### config.mk
export PLATFORM = sky130hd
export DESIGN_NAME = inst_fetch
export DESIGN_NICKNAME = d
export VERILOG_FILES = /design/src/rtl/inst_fetch_pkg.sv /design/src/rtl/inst_fetch.sv
export SDC_FILE = /design/constraint.sdc
export NUM_CORES = 1
export LEC_CHECK = 0
export BUFFER_PORTS_ARGS = -buffer_cell sky130_fd_sc_hd__buf_4
export CORE_ASPECT_RATIO = 0.9
export CORE_UTILIZATION = 40
export CTS_BUF_LIST = sky130_fd_sc_hd__clkbuf_2
export DETAILED_ROUTE_END_ITERATION = 16
export PLACE_DENSITY = 0.74
export SETUP_SLACK_MARGIN = 0.5
export SLEW_MARGIN = 0
export SYNTH_ARGS = -nofsm -noshare
export SYNTH_HDL_FRONTEND = slang
export SYNTH_SLANG_ARGS = --single-unit
### constraint.sdc
create_clock -name clk -period 4.4 [get_ports clk]
set_clock_uncertainty 0.1 [all_clocks]
set_input_delay 0.66 -clock clk [delete_from_list [all_inputs] [get_ports clk]]
set_output_delay 0.66 -clock clk [all_outputs]
set_load 0.05 [all_outputs]
### src/rtl/inst_fetch_pkg.sv
// inst_fetch_pkg: shared encodings for the IF-stage fetch engine.
//   fetch_state_e : FSM state encoding (IDLE/REQ/WAIT/HOLD)
//   NopInst       : default instruction word when nothing valid is held
//   ExcAdEL       : exception code for a misaligned fetch address
package inst_fetch_pkg;

  typedef enum logic [1:0] {
    FETCH_IDLE = 2'd0,
    FETCH_REQ  = 2'd1,
    FETCH_WAIT = 2'd2,
    FETCH_HOLD = 2'd3
  } fetch_state_e;

  localparam logic [31:0] NopInst = 32'h0000_0000;
  localparam logic [4:0]  ExcAdEL = 5'h04;

  function automatic logic pc_misaligned(input logic [31:0] pc);
    return pc[1:0] != 2'b00;
  endfunction

endpackage

### src/rtl/inst_fetch.sv
// inst_fetch: IF-stage fetch engine between the PC register and IF/ID.
// Runs one split address/data bus transaction per PC, holds the returned
// instruction until IF/ID takes it, drops responses made stale by a flush,
// and flags misaligned PCs (AdEL) without touching the bus.
// Ports:
//   clk, rst               clock, synchronous active-high reset
//   pc_i, ce_i             PC and fetch enable from the PC register
//   stall[5:0], flush      pipeline controls (stall[0] = IF hold)
//   inst_req/inst_addr     bus request channel (addr_ok handshake)
//   inst_addr_ok           slave accepted the request
//   inst_data_ok/rdata     bus response channel
//   stallreq_if            fetch in progress, controller must hold PC
//   if_pc/if_inst/if_valid/if_adel  held result to IF/ID
module inst_fetch
  import inst_fetch_pkg::*;
#(
  parameter logic [31:0] NOP_INST = NopInst
) (
  input  logic        clk,
  input  logic        rst,
  input  logic [31:0] pc_i,
  input  logic        ce_i,
  input  logic [5:0]  stall,
  input  logic        flush,
  output logic        inst_req,
  output logic [31:0] inst_addr,
  input  logic        inst_addr_ok,
  input  logic        inst_data_ok,
  input  logic [31:0] inst_rdata,
  output logic        stallreq_if,
  output logic [31:0] if_pc,
  output logic [31:0] if_inst,
  output logic        if_valid,
  output logic        if_adel
);

  fetch_state_e state_q, state_d;
  logic [31:0]  pc_q, pc_d;
  logic         discard_q, discard_d;
  logic [31:0]  if_pc_q, if_pc_d;
  logic [31:0]  if_inst_q, if_inst_d;
  logic         if_valid_q, if_valid_d;
  logic         if_adel_q, if_adel_d;

  // Only stall[0] concerns the fetch stage.
  logic unused_stall_hi;
  assign unused_stall_hi = ^stall[5:1];

  assign inst_addr = pc_i;

  always_comb begin
    state_d     = state_q;
    pc_d        = pc_q;
    discard_d   = discard_q;
    if_pc_d     = if_pc_q;
    if_inst_d   = if_inst_q;
    if_valid_d  = if_valid_q;
    if_adel_d   = if_adel_q;
    inst_req    = 1'b0;
    stallreq_if = 1'b0;

    unique case (state_q)
      FETCH_IDLE: begin
        if (ce_i) state_d = FETCH_REQ;
      end

      FETCH_REQ: begin
        if (!ce_i) begin
          state_d    = FETCH_IDLE;
          if_valid_d = 1'b0;
          if_adel_d  = 1'b0;
          if_inst_d  = NOP_INST;
        end else begin
          // PC must not advance until a result is held, even for AdEL.
          stallreq_if = 1'b1;
          if (pc_misaligned(pc_i)) begin
            // A flushed PC is about to be replaced; don't fault on it.
            if (!flush) begin
              state_d    = FETCH_HOLD;
              if_pc_d    = pc_i;
              if_inst_d  = NOP_INST;
              if_adel_d  = 1'b1;
              if_valid_d = 1'b1;
            end
          end else begin
            inst_req = 1'b1;
            if (inst_addr_ok) begin
              state_d   = FETCH_WAIT;
              pc_d      = pc_i;
              // Request accepted on the flush edge: its data is stale.
              discard_d = flush;
            end
          end
        end
      end

      FETCH_WAIT: begin
        stallreq_if = 1'b1;
        if (inst_data_ok) begin
          discard_d = 1'b0;
          if (discard_q || flush || !ce_i) begin
            state_d = ce_i ? FETCH_REQ : FETCH_IDLE;
          end else begin
            state_d    = FETCH_HOLD;
            if_inst_d  = inst_rdata;
            if_pc_d    = pc_q;
            if_valid_d = 1'b1;
            if_adel_d  = 1'b0;
          end
        end else if (flush) begin
          discard_d = 1'b1;
        end
      end

      FETCH_HOLD: begin
        if (!ce_i) begin
          state_d    = FETCH_IDLE;
          if_valid_d = 1'b0;
          if_adel_d  = 1'b0;
          if_inst_d  = NOP_INST;
        end else if (flush || !stall[0]) begin
          state_d    = FETCH_REQ;
          if_valid_d = 1'b0;
          if_adel_d  = 1'b0;
          if_inst_d  = NOP_INST;
        end
      end

      default: state_d = FETCH_IDLE;
    endcase
  end

  always_ff @(posedge clk) begin
    if (rst) begin
      state_q    <= FETCH_IDLE;
      pc_q       <= 32'h0;
      discard_q  <= 1'b0;
      if_pc_q    <= 32'h0;
      if_inst_q  <= NOP_INST;
      if_valid_q <= 1'b0;
      if_adel_q  <= 1'b0;
    end else begin
      state_q    <= state_d;
      pc_q       <= pc_d;
      discard_q  <= discard_d;
      if_pc_q    <= if_pc_d;
      if_inst_q  <= if_inst_d;
      if_valid_q <= if_valid_d;
      if_adel_q  <= if_adel_d;
    end
  end

  assign if_pc    = if_pc_q;
  assign if_inst  = if_inst_q;
  assign if_valid = if_valid_q;
  assign if_adel  = if_adel_q;

endmodule
==> reports/metrics.csv, run 1 <==
stage,metric,value,unit
place,portBuffers,170,
pwr,switching_share,35.0,%
synthesis,synthCells,533,
timing,drv_slew,0,
floorplanning,initial_utilization,41.5,%
routing,dr.pass1.iters,5,
routing,drtAntennaViolNets,0,
worst_setup_path,crit_slowest_cell,ha_1,
synthesis,synth_area_per_cell,8.53,sq um
timing,maxSlewHeadroom,28.0,%
routing,drc,0,
worst_setup_path,crit_arrival,3410,ps
cts,cts.repair.resized,0,
floorplanning,die_w,114,um
flow_run,drv_cap,0,
layout,diodes,0,
pwr,clock_power_share,23.7,%
layout,drive_gt1_share,30.7,%
pwr,leakage,2.22,nW
worst_setup_path,path_cells,"inv_1, ha_1, mux2i_1, a221oi_4, buf_4, and2_1, buf_4, a211oi_1",
global_route,grt-ovfl-total,0,
global_route,grt_pass1_wl,18700,um
synthesis,seq_area_frac_synth,44.5,%
pwr,combPwrFrac,28.2,%
worst_setup_path,cp_max_fo,33,
cts,cts_hold_buf,0,
timing,layout_setup_ws,1280,ps
cts,clkLatencyLatePin,530,ps
pwr,powerDensity,356,mW/mm^2
worst_setup_path,worst-setup-path-type,reg2reg,
timing,setup_viol,0,
synthesis,yosysWarningCount,0,
floorplanning,io_pins,176,
cts,cts_sinks,101,
synthesis,async_flop_share,0,%
global_route,grtUsageTotal,19.8,%
pwr,switchingPower,0.723,mW
routing,routed_wl,12000,um
synthesis,synth_seq_cells,101,
timing,post-route-min-period,3120,ps
global_route,first_global_vias,3776,
worst_setup_path,required,4700,ps
place,place_ws,1310,ps
worst_setup_path,path_common_cell,buf_4,
pwr,vdd_ir_drop_max,0.155,mV
cts,cts_buffers,9,
routing,post_drt_wl_per_cell,15.0,um
run_status,status,"complete, no violations",
timing,timing.hold.ws,235,ps
pwr,p_seq_share,48.1,%
synthesis,synth_edf_count,0,
timing,rsz0062_at_grt,false,
synthesis,ys_types,36,
synthesis,synthesis.area,0.00455,sq mm
layout,area_delta_synth_final,27.4,%
cts,clk_pin_slew_worst_paths,270,ps
place,dp_hpwl,7850,um
timing,fmax,321,MHz
floorplanning,dieHeight,103,um
worst_setup_path,crit_family,buffers and inverters,
timing,setup_tns,0,ps
timing,fin_crit_sh,70.8,%
synthesis,synth_ff_type,dfxtp_1,
cts,postCtsSetupBuffers,0,
floorplanning,core,0.0109,sq mm
cts,root_buffer,clkbuf_2,
pwr,internal-power,1.34,mW
cts,cts_tree,done,
worst_setup_path,crit_path_end_kind,flip-flop,
timing,worst_slew_pin_slew,1080,ps
routing,vias,4257,
place,routabilityCongestion,0.790,
global_route,antenna_found_initial,0,
worst_hold_path,hp-class,in2reg,
worst_setup_path,crit_path_max_incr_delay,780,ps
routing,drtIter0Drc,239,
global_route,grt_max_degree,100,
cts,clockBufferDepth,2,
floorplanning,rows,36,
cts,cts_max_level,3,
worst_setup_path,worst-path-buf-inv,3,
timing,hold_viol_final,0,
worst_setup_path,startpoint_type,flip-flop,
floorplanning,die-area,0.0118,sq mm
routing,avgViaCountPerCell,5.34,
layout,fin_nets,724,
synthesis,syn-num-nets,616,
## worst reg2reg max path, delay by kind of cell, from the launching register on
family / cells / cell delay, ps
AO/OA/AOI/OAI: 2 / 370
adder cells (fa/ha/maj): 1 / 780
buffers and inverters: 3 / 880
flip-flops: 1 / 400
multiplexers: 1 / 260
AND/OR/NAND/NOR: 1 / 200
## flip-flops by register name (all words and copies together) (netlist names)
register / count
if_pc: 32
if_adel: 1
if_inst: 32
discard_q: 1
if_valid: 1
state_q: 2
pc_q: 32
## path summary, 6_finish.rpt
path / start / to / slack [ps] / cells after the start
hold / removal: pc_i[22] / pc_q[22]$_SDFFE_PP0P_ / 240 / 3
hold reg to reg: pc_q[7]$_SDFFE_PP0P_ / pc_q[7]$_SDFFE_PP0P_ / 370 / 2
setup / recovery: state_q[0]$_SDFFE_PP0P_ / if_pc[12]$_SDFFE_PP0P_ / 1280 / 8
setup reg to reg: state_q[0]$_SDFFE_PP0P_ / if_pc[12]$_SDFFE_PP0P_ / 1280 / 8
## final cells by class
cell class                      count  area, sq um
Sequential cell                   101         2020
Fill cell                        1017         5150
Clock inverter                      5         83.8
Inverter                            9         33.8
Multi-Input combinational cell    341         2070
Clock buffer                       10         50.0
Timing Repair Buffer              179         1340
Tap cell                          152          190
## cells in the mapped netlist, types with 6 or more instances
master | instances | area (sq um)
inv_1 | 9 | 33.8
dfxtp_1 | 101 | 2020
clkbuf_1 | 36 | 135
mux2i_1 | 34 | 340
nor2_1 | 6 | 22.5
nand2_1 | 62 | 233
a211oi_1 | 32 | 240
ha_1 | 7 | 87.6
buf_2 | 11 | 55.1
o21ai_0 | 36 | 180
buf_4 | 32 | 240
a21oi_1 | 102 | 510
nand4_1 | 32 | 200
## per-stage QoR
| step | std cells | area (sq um) | utilization [%] | total power, mW |
|---|---|---|---|---|
| 6_report | 797 | 5790 | 52.9 | 2.06 |
| 5_1_grt | 797 | 5790 | 52.9 | 2.15 |
| 4_1_cts | 797 | 5790 | 52.9 | 2.08 |
| 3_5_place_dp | 782 | 5660 | 51.7 | 1.59 |
| 3_3_place_gp | 782 | 5660 | 51.7 | 1.58 |
| 2_1_floorplan | 533 | 4550 | - | 1.41 |
## layer usage
metal	GRT usage (%)	vias up	wire length (um)
li1	-	2090	-
met1	25.4	2038	5350
met2	34.5	118	6040
met3	3.70	11	478
met4	4.80	0	125
met5	0	-	0
## cells in the final DEF (no fill, tap or decap), drive strengths merged, types with 2 or more instances in the layout
cell type	n
buf	179
a21oi	102
dfxtp	101
nand2	62
o21ai	36
mux2i	34
nand4	32
a211oi	32
clkbuf	10
inv	10
ha	7
nor2	6
nand2b	3
o211ai	3
and2	2
nor3	2
nor3b	2
nand3	2
and3	2
bufinv	2
clkinvlp	2
a221oi	2
## power by group through the flow
stage / logic [mW] / clock network [mW] / registers, mW
floorplan: 0.253 / 0 / 1.16
global placement: 0.574 / 0 / 1.01
detailed placement: 0.583 / 0 / 1.01
CTS: 0.584 / 0.507 / 0.994
global route: 0.615 / 0.540 / 1.00
finish: 0.581 / 0.490 / 0.992
## kinds of logic after synthesis
kind of cell / share of synthesized area, %
buffers and inverters: 10.5
muxes: 7.49
DFF: 44.5
AOI/OAI and AO/OA: 22.8
and+or+nand+nor: 12.8
adders and majority gates: 1.93
(Power assumes the default switching activity.)
==> run 2, diff against run 1 <==
- ABC_AREA: unset -> 1
- PLACE_DENSITY: 0.74 -> 0.72
- clock period: 4.4 -> 2.9 ns (I/O delays scaled with it)
==> run 2 against run 1 <==
Non-clock buffer count rose by 70. Setup slack got worse by 680 ps. First-iteration DRC count rose by 44%. Global-route usage rose by 1.2 points. Critical path depth fell by 4. Largest cell class unchanged. Largest power group is now combinational logic.
==> reports/metrics.csv, run 2 <==
stage,metric,value,unit
synthesis,synth_ff_type,dfxtp_1,
global_route,antenna_found_initial,1,
worst_setup_path,crit_slowest_cell,dfxtp_4,
synthesis,synth.area.top_cells,"dfxtp_1, nand2_1, nor2_1",
timing,worst_slew_pin_slew,425,ps
cts,clockBufferDepth,2,
floorplanning,die-area,0.0139,sq mm
synthesis,synth_area_leader_cell,dfxtp_1,
layout,fin_nets,1118,
synthesis,synth_compound_area_share,7.96,%
synthesis,synthTopCellsByCount,"nand2_1, nor2_1, inv_1",
worst_hold_path,hp-class,in2reg,
cts,cts_sinks,101,
global_route,grt_pass1_wl,23100,um
layout,multi_input_area,0.00237,sq mm
synthesis,muxShareOfSynthArea,0,%
cts,clk_pin_slew_worst_paths,270,ps
global_route,first_global_vias,5000,
timing,rsz0062_at_grt,true,
pwr,leakage,3.98,nW
worst_setup_path,crit_path_end_kind,output pin,
cts,cts_tree,done,
synthesis,synthXorXnorAreaFrac,0,%
worst_setup_path,crit_path_max_incr_delay,440,ps
layout,seq_area,0.00203,sq mm
floorplanning,dieHeight,112,um
routing,routed_wl,14200,um
synthesis,synth_top_family_by_area,simple AND/OR/NAND/NOR gates,
pwr,total_power,8.16,mW
synthesis,synthesis.area,0.00536,sq mm
cts,root_buffer,clkbuf_2,
pwr,switching_share,53.6,%
timing,post-route-min-period,2290,ps
place,dp_hpwl,8590,um
routing,dr.pass1.iters,4,
routing,drc,0,
synthesis,synthCells,855,
cts,clkLatencyLatePin,590,ps
cts,cts_max_level,3,
worst_setup_path,startpoint_type,flip-flop,
floorplanning,core,0.0129,sq mm
synthesis,synth_seq_cells,101,
worst_setup_path,worst-setup-path-type,reg2out,
layout,mostFrequentLayoutCell,nand2_1,
flow_run,drv_cap,0,
global_route,grtUsageTotal,21.0,%
floorplanning,rows,39,
worst_setup_path,crit_family,flip-flops,
worst_setup_path,cp_max_fo,5,
global_route,grt_max_degree,102,
timing,fin_crit_sh,79.1,%
worst_setup_path,worst-path-buf-inv,2,
floorplanning,die_w,124,um
cts,cts_buffers,9,
place,routabilityCongestion,0.851,
synthesis,synth_edf_count,0,
timing,hold_viol_final,0,
worst_setup_path,required,2370,ps
synthesis,synthSimpleGateAreaFrac,33.6,%
layout,final_cell_mix,"nand2_1, buf_4, nor2_1, inv_1, dfxtp_1",
timing,setup_viol,0,
worst_setup_path,path_cells,"inv_2, ha_1, a21boi_4, buf_6",
timing,fmax,436,MHz
timing,setup_tns,0,ps
floorplanning,io_pins,176,
layout,drive_gt1_share,21.4,%
pwr,clock_power_share,9.4,%
floorplanning,initial_utilization,41.6,%
synthesis,seq_area_frac_synth,37.7,%
pwr,combPwrFrac,64.1,%
global_route,grt-ovfl-total,0,
synthesis,yosysTopAreaCellShare,37.7,%
synthesis,synth_area_per_cell,6.27,sq um
synthesis,post-synth-top-count-cell,nand2_1,
layout,fillers,1250,
place,portBuffers,170,
synthesis,yosysWarningCount,0,
routing,vias,5348,
timing,maxSlewHeadroom,71.7,%
synthesis,async_flop_share,0,%
pwr,internal-power,3.79,mW
pwr,switchingPower,4.37,mW
synthesis,syn-num-nets,938,
pwr,powerDensity,1110,mW/mm^2
routing,avgViaCountPerCell,4.44,
run_status,status,"complete, no violations",
synthesis,ys_types,23,
worst_setup_path,r2r_slack,760,ps
routing,drtAntennaViolNets,0,
routing,post_drt_wl_per_cell,11.8,um
pwr,vdd_ir_drop_max,0.610,mV
synthesis,synthAdderAreaFrac,1.63,%
layout,area_delta_synth_final,37.2,%
worst_setup_path,crit_arrival,1760,ps
pwr,p_seq_share,26.5,%
routing,drtIter0Drc,345,
timing,drv_slew,0,
==> run 2: final cells by class <==
cell class | instances | area share [%]
Clock inverter | 6 | 1.21
Clock buffer | 9 | 0.612
Tap cell | 164 | 2.79
Antenna cell | 1 | 0.0340
Timing Repair Buffer | 249 | 28.0
Inverter | 149 | 7.60
Sequential cell | 101 | 27.6
Multi-Input combinational cell | 525 | 32.2
==> run 2: path summary, 6_finish.rpt <==
path                                start                        to  cells after the start
setup / recovery  state_q[0]$_SDFFE_PP0P_               stallreq_if                      4
hold / removal                       ce_i   state_q[0]$_SDFFE_PP0P_                      5
setup reg to reg  state_q[0]$_SDFFE_PP0P_  if_inst[16]$_SDFFE_PP0P_                      9
hold reg to reg      pc_q[0]$_SDFFE_PP0P_      pc_q[0]$_SDFFE_PP0P_                      2
==> run 2: layer usage <==
metal | vias to the layer above | track usage, % | part of all wire [%]
li1 | 2865 | - | -
met1 | 2298 | 26.4 | 46
met2 | 163 | 34.4 | 46
met3 | 22 | 5.58 | 5.9
met4 | 0 | 7.38 | 2.0
met5 | - | 0 | 0
==> run 2: cell families after synthesis <==
family / Yosys count
AO/OA/AOI/OAI: 69
AND/OR/NAND/NOR: 449
adder cells (fa/ha/maj): 7
buffers and inverters: 229
flip-flops: 101
==> run 2: stage by stage <==
stage	area (sq um)	setup slack, ps	util (%)	instances	hold WS, ps
5_1_grt	7350	414	57.1	1204	112
6_report	7350	606	57.1	1204	162
4_1_cts	7330	505	56.9	1203	82.1
3_3_place_gp	6510	704	50.5	1123	334
3_5_place_dp	6510	653	50.5	1123	336
2_1_floorplan	5360	559	-	855	325
==> run 2: power groups by stage <==
stage / logic, mW / registers (mW) / clock network, mW
6_report: 5.23 / 2.16 / 0.768
5_1_grt: 5.74 / 2.23 / 0.850
4_1_cts: 5.20 / 2.16 / 0.810
3_5_place_dp: 5.07 / 2.18 / 0
3_3_place_gp: 5.05 / 2.18 / 0
2_1_floorplan: 2.20 / 3.77 / 0
==> run 2: repair_timing <==
action / 4_1_cts / 5_1_grt
gates resized for setup: 12 / 5
gates cloned: 0 / 0
pin swaps: 1 / 1
setup endpoints to repair: 2 / 9
buffers inserted: 3 / 0
hold buffers: 62 / 0
endpoints found under the hold margin: 62 / 0
==> run 2: worst min-delay path: stages <==
cell,delay [ps]
buf_4,160
nand2_1,70
nand3_1,70
nor2_1,90
nor2_1,50
